<file path="config.mk">
export PLATFORM = sky130hd
export DESIGN_NAME = rx_block_lock
export DESIGN_NICKNAME = d
export VERILOG_FILES = /design/src/rtl/rx_block_lock_pkg.sv /design/src/rtl/rx_block_lock.sv
export SDC_FILE = /design/constraint.sdc
export NUM_CORES = 1
export LEC_CHECK = 0
export CAP_MARGIN = 20
export CORE_UTILIZATION = 51
export DETAILED_ROUTE_END_ITERATION = 7
export HOLD_SLACK_MARGIN = 0.06
export PLACE_DENSITY = 0.82
export SYNTH_ARGS = -nofsm -noshare
export SYNTH_HDL_FRONTEND = slang
export SYNTH_SLANG_ARGS = --single-unit
</file>
<file path="constraint.sdc">
create_clock -name i_clk -period 2.16 [get_ports i_clk]
set_clock_uncertainty 0.05 [all_clocks]
set_input_delay 0.216 -clock i_clk [delete_from_list [all_inputs] [get_ports i_clk]]
set_output_delay 0.216 -clock i_clk [all_outputs]
set_load 0.02 [all_outputs]
</file>
<file path="src/rtl/rx_block_lock_pkg.sv">
// -----------------------------------------------------------------------------
// rx_block_lock_pkg
// Shared PCS definitions for the 64b/66b receive block-lock logic.
//   blk_lock_state_t : block-lock FSM states (HUNT, LOCKED, SLIP)
//   SYNC_DATA        : sync header of a data block (2'b01)
//   SYNC_CTRL        : sync header of a control block (2'b10)
//   is_valid_hdr()   : 1 when a 2-bit sync header is a legal 64b/66b header
// -----------------------------------------------------------------------------
package rx_block_lock_pkg;

  typedef enum logic [1:0] {
    HUNT   = 2'd0,
    LOCKED = 2'd1,
    SLIP   = 2'd2
  } blk_lock_state_t;

  localparam logic [1:0] SYNC_DATA = 2'b01;
  localparam logic [1:0] SYNC_CTRL = 2'b10;

  // Only the two transitions-carrying patterns are legal; 00/11 mean the
  // gearbox is aligned on the wrong bit.
  function automatic logic is_valid_hdr(input logic [1:0] hdr);
    return (hdr == SYNC_DATA) || (hdr == SYNC_CTRL);
  endfunction

endpackage

</file>
<file path="src/rtl/rx_block_lock.sv">
// -----------------------------------------------------------------------------
// rx_block_lock
// Receive-side 64b/66b block-lock FSM (32-bit datapath). Watches the sync
// headers coming out of the RX gearbox, declares block lock after LOCK_CNT
// consecutive valid headers, drops lock when INVALID_MAX invalid headers land
// inside one LOCK_CNT-header window, and requests single-bit gearbox slips.
//
// Ports
//   i_clk            in   clock
//   i_reset_n        in   asynchronous active-low reset
//   i_rx_hdr         in   sync header from the gearbox
//   i_rx_hdr_valid   in   i_rx_hdr belongs to the current word
//   i_rx_data_valid  in   gearbox word valid
//   o_block_lock     out  block lock achieved (to decoder i_block_lock)
//   o_slip           out  single-cycle bitslip request to the gearbox
//   o_slip_cnt       out  saturating number of slips since reset (debug)
//   o_state          out  current FSM state (debug)
//
// Handshake: a header is consumed on a rising edge only when
// i_rx_hdr_valid && i_rx_data_valid; there is no back-pressure, the gearbox
// must simply present the header for that one cycle.
// -----------------------------------------------------------------------------
module rx_block_lock
  import rx_block_lock_pkg::*;
#(
  parameter int HDR_WIDTH   = 2,
  parameter int LOCK_CNT    = 64,
  parameter int INVALID_MAX = 16,
  parameter int SLIP_WAIT   = 32
) (
  input  logic                 i_clk,
  input  logic                 i_reset_n,
  input  logic [HDR_WIDTH-1:0] i_rx_hdr,
  input  logic                 i_rx_hdr_valid,
  input  logic                 i_rx_data_valid,
  output logic                 o_block_lock,
  output logic                 o_slip,
  output logic [7:0]           o_slip_cnt,
  output blk_lock_state_t      o_state
);

  localparam int SH_W   = $clog2(LOCK_CNT + 1);
  localparam int INV_W  = $clog2(INVALID_MAX + 1);
  localparam int WAIT_W = $clog2(SLIP_WAIT + 1);

  localparam logic [SH_W-1:0]   SH_FULL   = SH_W'(LOCK_CNT);
  localparam logic [INV_W-1:0]  INV_FULL  = INV_W'(INVALID_MAX);
  localparam logic [WAIT_W-1:0] WAIT_LAST = WAIT_W'(SLIP_WAIT - 1);

  blk_lock_state_t   r_state;
  logic [SH_W-1:0]   r_sh_cnt;
  logic [INV_W-1:0]  r_inv_cnt;
  logic [WAIT_W-1:0] r_wait_cnt;
  logic              r_block_lock;
  logic              r_slip;
  logic [7:0]        r_slip_cnt;

  logic              w_sample;
  logic              w_hdr_ok;
  logic [SH_W-1:0]   w_sh_next;
  logic [INV_W-1:0]  w_inv_next;

  assign w_sample   = i_rx_hdr_valid && i_rx_data_valid;
  assign w_hdr_ok   = is_valid_hdr(i_rx_hdr[1:0]);
  assign w_sh_next  = r_sh_cnt + SH_W'(1);
  assign w_inv_next = r_inv_cnt + {{(INV_W-1){1'b0}}, ~w_hdr_ok};

  always_ff @(posedge i_clk or negedge i_reset_n) begin
    if (!i_reset_n) begin
      r_state      <= HUNT;
      r_sh_cnt     <= '0;
      r_inv_cnt    <= '0;
      r_wait_cnt   <= '0;
      r_block_lock <= 1'b0;
      r_slip       <= 1'b0;
      r_slip_cnt   <= '0;
    end else begin
      r_slip <= 1'b0;
      case (r_state)
        HUNT: begin
          if (w_sample) begin
            if (w_hdr_ok) begin
              if (w_sh_next == SH_FULL) begin
                r_state      <= LOCKED;
                r_block_lock <= 1'b1;
                r_sh_cnt     <= '0;
                r_inv_cnt    <= '0;
              end else begin
                r_sh_cnt <= w_sh_next;
              end
            end else begin
              r_state    <= SLIP;
              r_slip     <= 1'b1;
              r_sh_cnt   <= '0;
              r_inv_cnt  <= '0;
              r_wait_cnt <= '0;
              if (r_slip_cnt != 8'hFF) r_slip_cnt <= r_slip_cnt + 8'd1;
            end
          end
        end

        LOCKED: begin
          if (w_sample) begin
            // Loss of lock is tested first so it wins when the last
            // invalid header is also the last header of the window.
            if (w_inv_next == INV_FULL) begin
              r_state      <= SLIP;
              r_block_lock <= 1'b0;
              r_slip       <= 1'b1;
              r_sh_cnt     <= '0;
              r_inv_cnt    <= '0;
              r_wait_cnt   <= '0;
              if (r_slip_cnt != 8'hFF) r_slip_cnt <= r_slip_cnt + 8'd1;
            end else if (w_sh_next == SH_FULL) begin
              r_sh_cnt  <= '0;
              r_inv_cnt <= '0;
            end else begin
              r_sh_cnt  <= w_sh_next;
              r_inv_cnt <= w_inv_next;
            end
          end
        end

        SLIP: begin
          // Runs on every clock, regardless of data valid, so the gearbox
          // gets a fixed settling time after each slip.
          if (r_wait_cnt == WAIT_LAST) begin
            r_state    <= HUNT;
            r_wait_cnt <= '0;
            r_sh_cnt   <= '0;
            r_inv_cnt  <= '0;
          end else begin
            r_wait_cnt <= r_wait_cnt + WAIT_W'(1);
          end
        end

        default: begin
          r_state      <= HUNT;
          r_block_lock <= 1'b0;
          r_sh_cnt     <= '0;
          r_inv_cnt    <= '0;
          r_wait_cnt   <= '0;
        end
      endcase
    end
  end

  assign o_block_lock = r_block_lock;
  assign o_slip       = r_slip;
  assign o_slip_cnt   = r_slip_cnt;
  assign o_state      = r_state;

endmodule

</file>
==> results of run 1 <==
per-stage QoR:
step,cell area [um2],util [%],TNS (ns),hold WS [ns]
global route,2450,73.5,-4.23,0.231
CTS,2370,71.1,-0.878,0.211
detailed placement,2220,66.5,-18.13,0.442
finish,2450,73.5,-2.48,0.197
floorplan,1860,-,-0.555,-0.130
global placement,2220,66.5,-16.37,0.427
final cells by class:
cell class                      instances  share of cell area (%)
Clock buffer                            5                    1.53
Clock inverter                          3                    1.63
Sequential cell                        30                    30.6
Timing Repair Buffer                   46                    16.8
Inverter                                4                   0.612
Tap cell                               46                    2.35
Multi-Input combinational cell        135                    46.4
per-layer routing:
metal  wire length (um)  share of wire [%]
met5                  0                  0
met1               1980                 42
met2               2400                 51
met3                243                5.2
met4                 93                2.0
report_power, final:
part | total, mW | switching, mW | internal (mW)
combinational | 0.749 | 0.382 | 0.367
sequential | 0.775 | 0.120 | 0.654
clock | 0.457 | 0.218 | 0.240
total | 1.98 | 0.720 | 1.26
repair_timing:
action,CTS,global route
setup buffers,2,2
pin swaps,9,11
gates resized for setup,16,12
hold buffers,0,0
endpoints found under the setup margin,29,28
gates cloned,1,0
worst reg2reg max path, stage by stage, from the launching register on:
cell and delay, ns:
dfrtp_1 0.42, ha_4 0.18, ha_4 0.15, or3b_4 0.38, a311oi_4 0.31, buf_4 0.19, buf_4 0.13, buf_6 0.10
a41oi_1 0.15, o22a_1 0.23
layout by cell type (no fill, tap or decap), drive strengths merged, types with 2 or more instances in the layout:
cell type	Yosys	final
a21o	2	2
a21oi	10	10
a22o	5	5
a31oi	7	7
a32o	2	2
a32oi	2	2
and2	4	4
and3	2	2
buf	3	29
clkbuf	4	5
clkdlybuf4s50	0	15
clkinv	0	2
dfrtp	30	30
dlygate4sd2	0	2
ha	5	5
inv	4	4
mux2i	2	2
nand2	16	16
nand2b	4	4
nand3	12	12
nand4	3	3
nand4b	2	2
nor2	7	7
nor2b	2	2
nor3	4	4
nor3b	2	2
nor4	4	4
nor4b	2	2
o211ai	2	2
o21ai	7	7
or2	3	3
xnor2	3	3
xor2	8	8
worst paths after layout:
path / from / endpoint / slack (ns) / cells after the start
worst max-delay path: r_inv_cnt[0]$_DFFE_PN0P_ / o_block_lock$_DFFE_PN0P_ / -0.22 / 9
worst min-delay path: i_reset_n / r_sh_cnt[4]$_DFFE_PN0P_ / 0.20 / 2
worst max register to register: r_inv_cnt[0]$_DFFE_PN0P_ / o_block_lock$_DFFE_PN0P_ / -0.22 / 9
worst min register to register: o_slip_cnt[6]$_DFFE_PN0P_ / o_slip_cnt[6]$_DFFE_PN0P_ / 0.46 / 1
max in group asynchronous: i_reset_n / o_slip_cnt[0]$_DFFE_PN0P_ / 1.56 / 2
min in group i_clk: o_slip_cnt[6]$_DFFE_PN0P_ / o_slip_cnt[6]$_DFFE_PN0P_ / 0.46 / 1
registers in the layout, summed over array words and instances, names as in the netlist:
register and cells:
o_slip_cnt 8, o_block_lock 1, r_inv_cnt 5, o_state 2, r_wait_cnt 6, r_sh_cnt 7, o_slip 1
cells by family (layout without fill, tap and decap cells):
group / count (synthesis) / in the layout / synth area share, %
and+or+nand+nor: 69 / 69 / 23.2
AOI/OAI and AO/OA: 47 / 47 / 20.2
DFF: 30 / 30 / 42.0
xor gates and xnor gates: 11 / 11 / 5.39
buffers and inverters: 11 / 58 / 3.92
adders and majority gates: 5 / 5 / 3.50
muxes: 3 / 3 / 1.75
==> impl_metrics.ini, run 1 <==
[worst_setup_path]
crit_fanout = 2
cp-end-kind = register
worstPathBufferInverterCount = 3
cp.arrival_ns = 2.58
worstPathRequired_ns = 2.35
critical_path.top_delay_family = compound AO/OA/AOI/OAI gates
worstSetupPathType = reg2reg
max_stage_delay_ns = 0.42
cp_slowest_cell = dfrtp_1
crit_path_start_kind = register
path_cells = ha_4 > ha_4 > or3b_4 > a311oi_4 > buf_4 > buf_4 > buf_6 > a41oi_1 > o22a_1

[drt]
routed_wl_um = 4710
first_iter_violations = 179
detailroute.via_count = 1638
via_per_inst = 6.09
wire_per_inst_um = 17.5
drc_errors = 0
drtAntennaViolNets = 0
firstDrtPassIters = 4

[floorplan]
die_y_um = 61.2
dieWidth_um = 61.2
rows = 21
fp.dieArea_mm2 = 0.00374
core_area_mm2 = 0.00334
initial_utilization_pct = 53.5
ios = 18

[sta]
hold_viol = 0
fin_crit_sh_pct = 110
rsz0062_at_grt = true
tightest_slew_ns = 0.477
finalCriticalPeriod_ns = 2.38
drv_slew = 0
setup_ws_ns = -0.222
slew_headroom_pct = 68.1
setup_viol = 21
fmax_mhz = 420

[finish]
antennaDiodeCount = 0
final_nets = 233
layout-drive-gt1-share_pct = 29.1
num-fill-cells = 231
multi_input_area_mm2 = 0.00114
final_cells = 269
syn2layout_area_growth_pct = 37.3
seq_area_um2 = 751

[synth]
synthCells = 176
ys.flop_type = dfrtp_1
synth_top_cell_area_share_pct = 42.0
yosys_warnings = 0
synth_fp_nets = 187
synth_area_leaders = dfrtp_1 42%, xor2_1 3.9%, ha_1 3.5%
ys_async_sr_fraction_pct = 100
synth.most_common_cell = dfrtp_1
netlist_area_mm2 = 0.00179
synth_cell_types = 53
synth_edf_count = 0
synth-seq-cells = 30
synth_largest_area_cell = dfrtp_1
yosysSeqAreaShare_pct = 42.0
synth_area_per_cell_um2 = 10.2
synth_common_cells = 30 x dfrtp_1, 16 x nand2_1, 12 x nand3_1

[global_routing]
gr-usage-met2_pct = 45.0
grt_pass1_wl_um = 7000
grt_util_all_layers_pct = 26.2
first_global_vias = 1515
grt_max_degree = 31
grtUsageMet3_pct = 7.14
top_usage_layer = met2
overflow = 0
grt_util_met1_pct = 31.2
antenna_found_initial = 0

[pwr]
finalPower_mw = 1.98
p_leak_nw = 1.10
p_per_area_mw_per_mm2 = 808
peakVddDrop_uv = 530

[clocking]
clkTransAtPathRegs_ns = 0.10
clockBufferDepth = 2
numCtsBuffers = 5
cts.sinks = 30
root_buffer = clkbuf_4
tritoncts = built
worstSkewPairLatency_ns = 0.35
htreeDepth = 2

[status]
status = finished, violations left
violations = setup timing

[placement]
place_inst = 256
globalplace.congestion = 0.798
pre_cts_ws_ns = -0.739
io_buffers = 17
post-dp-hpwl_um = 2970

[job]
maxCapViolations = 0

[hold_path]
hp-class = in2async
Power figures use the tool's default switching activity.
==> run 2: changes to the inputs <==
- CORE_ASPECT_RATIO: not set -> 0.8
- PLACE_DENSITY: 0.82 -> 0.8
==> impl_metrics.ini, run 2 (synthesized netlist as in run 1, its figures left out) <==
[worst_setup_path]
critical_path.top_delay_family = buffers and inverters
max_stage_delay_ns = 0.33
worstPathRequired_ns = 2.26
worstSetupPathType = in2reg
cp.depth = 12
rr_startpoint = r_inv_cnt[0]$_DFFE_PN0P_
crit_path_start_kind = primary input
reg2reg_depth = 9
crit_fanout = 11
worstPathBufferInverterCount = 4
cp-end-kind = register
path_cells = dlygate4sd2_1 > xnor2_4 > ha_4 > ha_4 > buf_4 > nand4b_1 > a311oi_4 > buf_6 > a31oi_1 > buf_4 > a31oi_1 > a31oi_1
rrSetupSlack_ns = -0.11
r2r_end = r_sh_cnt[5]$_DFFE_PN0P_
crit_top_cell = a31oi_1
cp.arrival_ns = 2.39
cp_slowest_cell = a311oi_4

[sta]
drv_slew = 0
hold_viol = 0
finalCriticalPeriod_ns = 2.29
tightest_slew_ns = 0.583
slew_headroom_pct = 60.9
rsz0062_at_grt = true
setup_ws_ns = -0.127
timing.setup.tns_ns = -1.73
fin_crit_sh_pct = 106
setup_viol = 25
fmax_mhz = 437

[floorplan]
die_y_um = 54.9
fp.dieArea_mm2 = 0.00375
dieWidth_um = 68.2
ios = 18
initial_utilization_pct = 55.5
core_area_mm2 = 0.00322
rows = 18

[pwr]
p_leak_nw = 1.12
p_per_area_mw_per_mm2 = 824
comb_power_share_pct = 39.8
pwr-share-clk_pct = 22.3
p_sw_share_pct = 36.0
seqPwrFrac_pct = 37.9
switching_power_mw = 0.737
peakVddDrop_uv = 715
cellInternalPower_mw = 1.31

[finish]
final_cell_mix = 30 x dfrtp_1, 26 x buf_4, 15 x nand2_1, 15 x clkdlybuf4s50_1, 12 x nand3_1
antennaDiodeCount = 0
multi_input_area_mm2 = 0.00114
largest_reg_flops = 8
layout_commonest_cell = dfrtp_1
syn2layout_area_growth_pct = 39.0
layout-drive-gt1-share_pct = 30.8
final_nets = 237
num-fill-cells = 201
seq_area_um2 = 751
final_cells = 267

[drt]
via_per_inst = 6.19
drtAntennaViolNets = 0
routed_wl_um = 4800
detailroute.via_count = 1652
firstDrtPassIters = 4
first_iter_violations = 108
drc_errors = 0
wire_per_inst_um = 18.0

[global_routing]
grt_util_all_layers_pct = 28.2
overflow = 0
grt_pass1_wl_um = 7510
antenna_found_initial = 0
first_global_vias = 1533
grt_max_degree = 31

[placement]
post-dp-hpwl_um = 3080
globalplace.congestion = 0.854
place_inst = 251
io_buffers = 17

[status]
violations = setup timing
status = finished, violations left

[clocking]
clockBufferDepth = 2
cts.sinks = 30
cts-hold-fix-buffers = 0
htreeDepth = 2
root_buffer = clkbuf_8
tritoncts = built
clkTransAtPathRegs_ns = 0.07
numCtsBuffers = 5
worstSkewPairLatency_ns = 0.28

[job]
maxCapViolations = 0

[hold_path]
hp-class = in2async
[run 2: cell count changes in the layout (fill, tap and decap cells not counted), moves of 2 or more]
cell | previous run | this run
nor3_1 | 4 | 2
clkbuf_8 | 0 | 6
buf_4 | 24 | 26
nor3_2 | 0 | 2
a31oi_1 | 5 | 7
a31oi_4 | 2 | 0
clkbuf_4 | 5 | 0
[run 2: final cells by class]
type                       instances  share of cell area (%)
multi-input combinational        136                    45.8
sequential                        30                    30.2
timing repair buffer              49                    17.7
tap                               40                    2.02
inverter                           4                   0.605
clock inverter                     1                   0.202
clock buffer                       7                    3.48
[run 2: repair_timing]
item	in CTS	in global routing
setup endpoints to repair	29	30
pin swaps	16	8
gates resized for setup	19	12
gates cloned	1	0
hold endpoints to repair	0	0
setup buffers	5	2
[run 2: stage by stage]
stage                     util, %  worst slack (ns)  area (um2)  hold WS (ns)  power [mW]
after global routing         77.1            -0.209        2480         0.319        2.13
after CTS                    75.4           -0.0756        2430         0.289        1.97
after detailed placement     68.9            -0.824        2220         0.436        1.42
after global placement       68.9            -0.745        2220         0.429        1.38
after floorplan                 -            -0.121        1860        -0.130        1.17
final                        77.1            -0.127        2480         0.273        2.05
[run 2: worst max-delay path by stage]
stage | to | startpoint | slack, ns
detailed placement | o_slip_cnt[1]$_DFFE_PN0P_ | i_rx_hdr[1] | -0.82
global route | o_slip_cnt[2]$_DFFE_PN0P_ | i_rx_hdr[1] | -0.21
finish | r_sh_cnt[5]$_DFFE_PN0P_ | i_rx_hdr[1] | -0.13
floorplan | o_slip_cnt[4]$_DFFE_PN0P_ | i_rx_hdr[1] | -0.12
CTS | o_slip_cnt[2]$_DFFE_PN0P_ | r_inv_cnt[0]$_DFFE_PN0P_ | -0.08
global placement | o_slip_cnt[1]$_DFFE_PN0P_ | i_rx_hdr[1] | -0.75
[run 2: layer usage]
layer  wire length [um]  vias to the layer above  track usage, %
li1                   -                      763               -
met1               1990                      803            34.9
met2               2460                       78            49.8
met3                293                        8            7.17
met4                 53                        0            6.25
met5                  0                        -               0
[run 2: power by group through the flow]
stage          clock, mW  sequential (mW)  combinational [mW]
3_5_place_dp           0            0.771               0.647
4_1_cts            0.460            0.766               0.745
5_1_grt            0.483            0.786               0.861
6_report           0.457            0.776               0.814
2_1_floorplan          0            0.770               0.401
3_3_place_gp           0            0.759               0.617
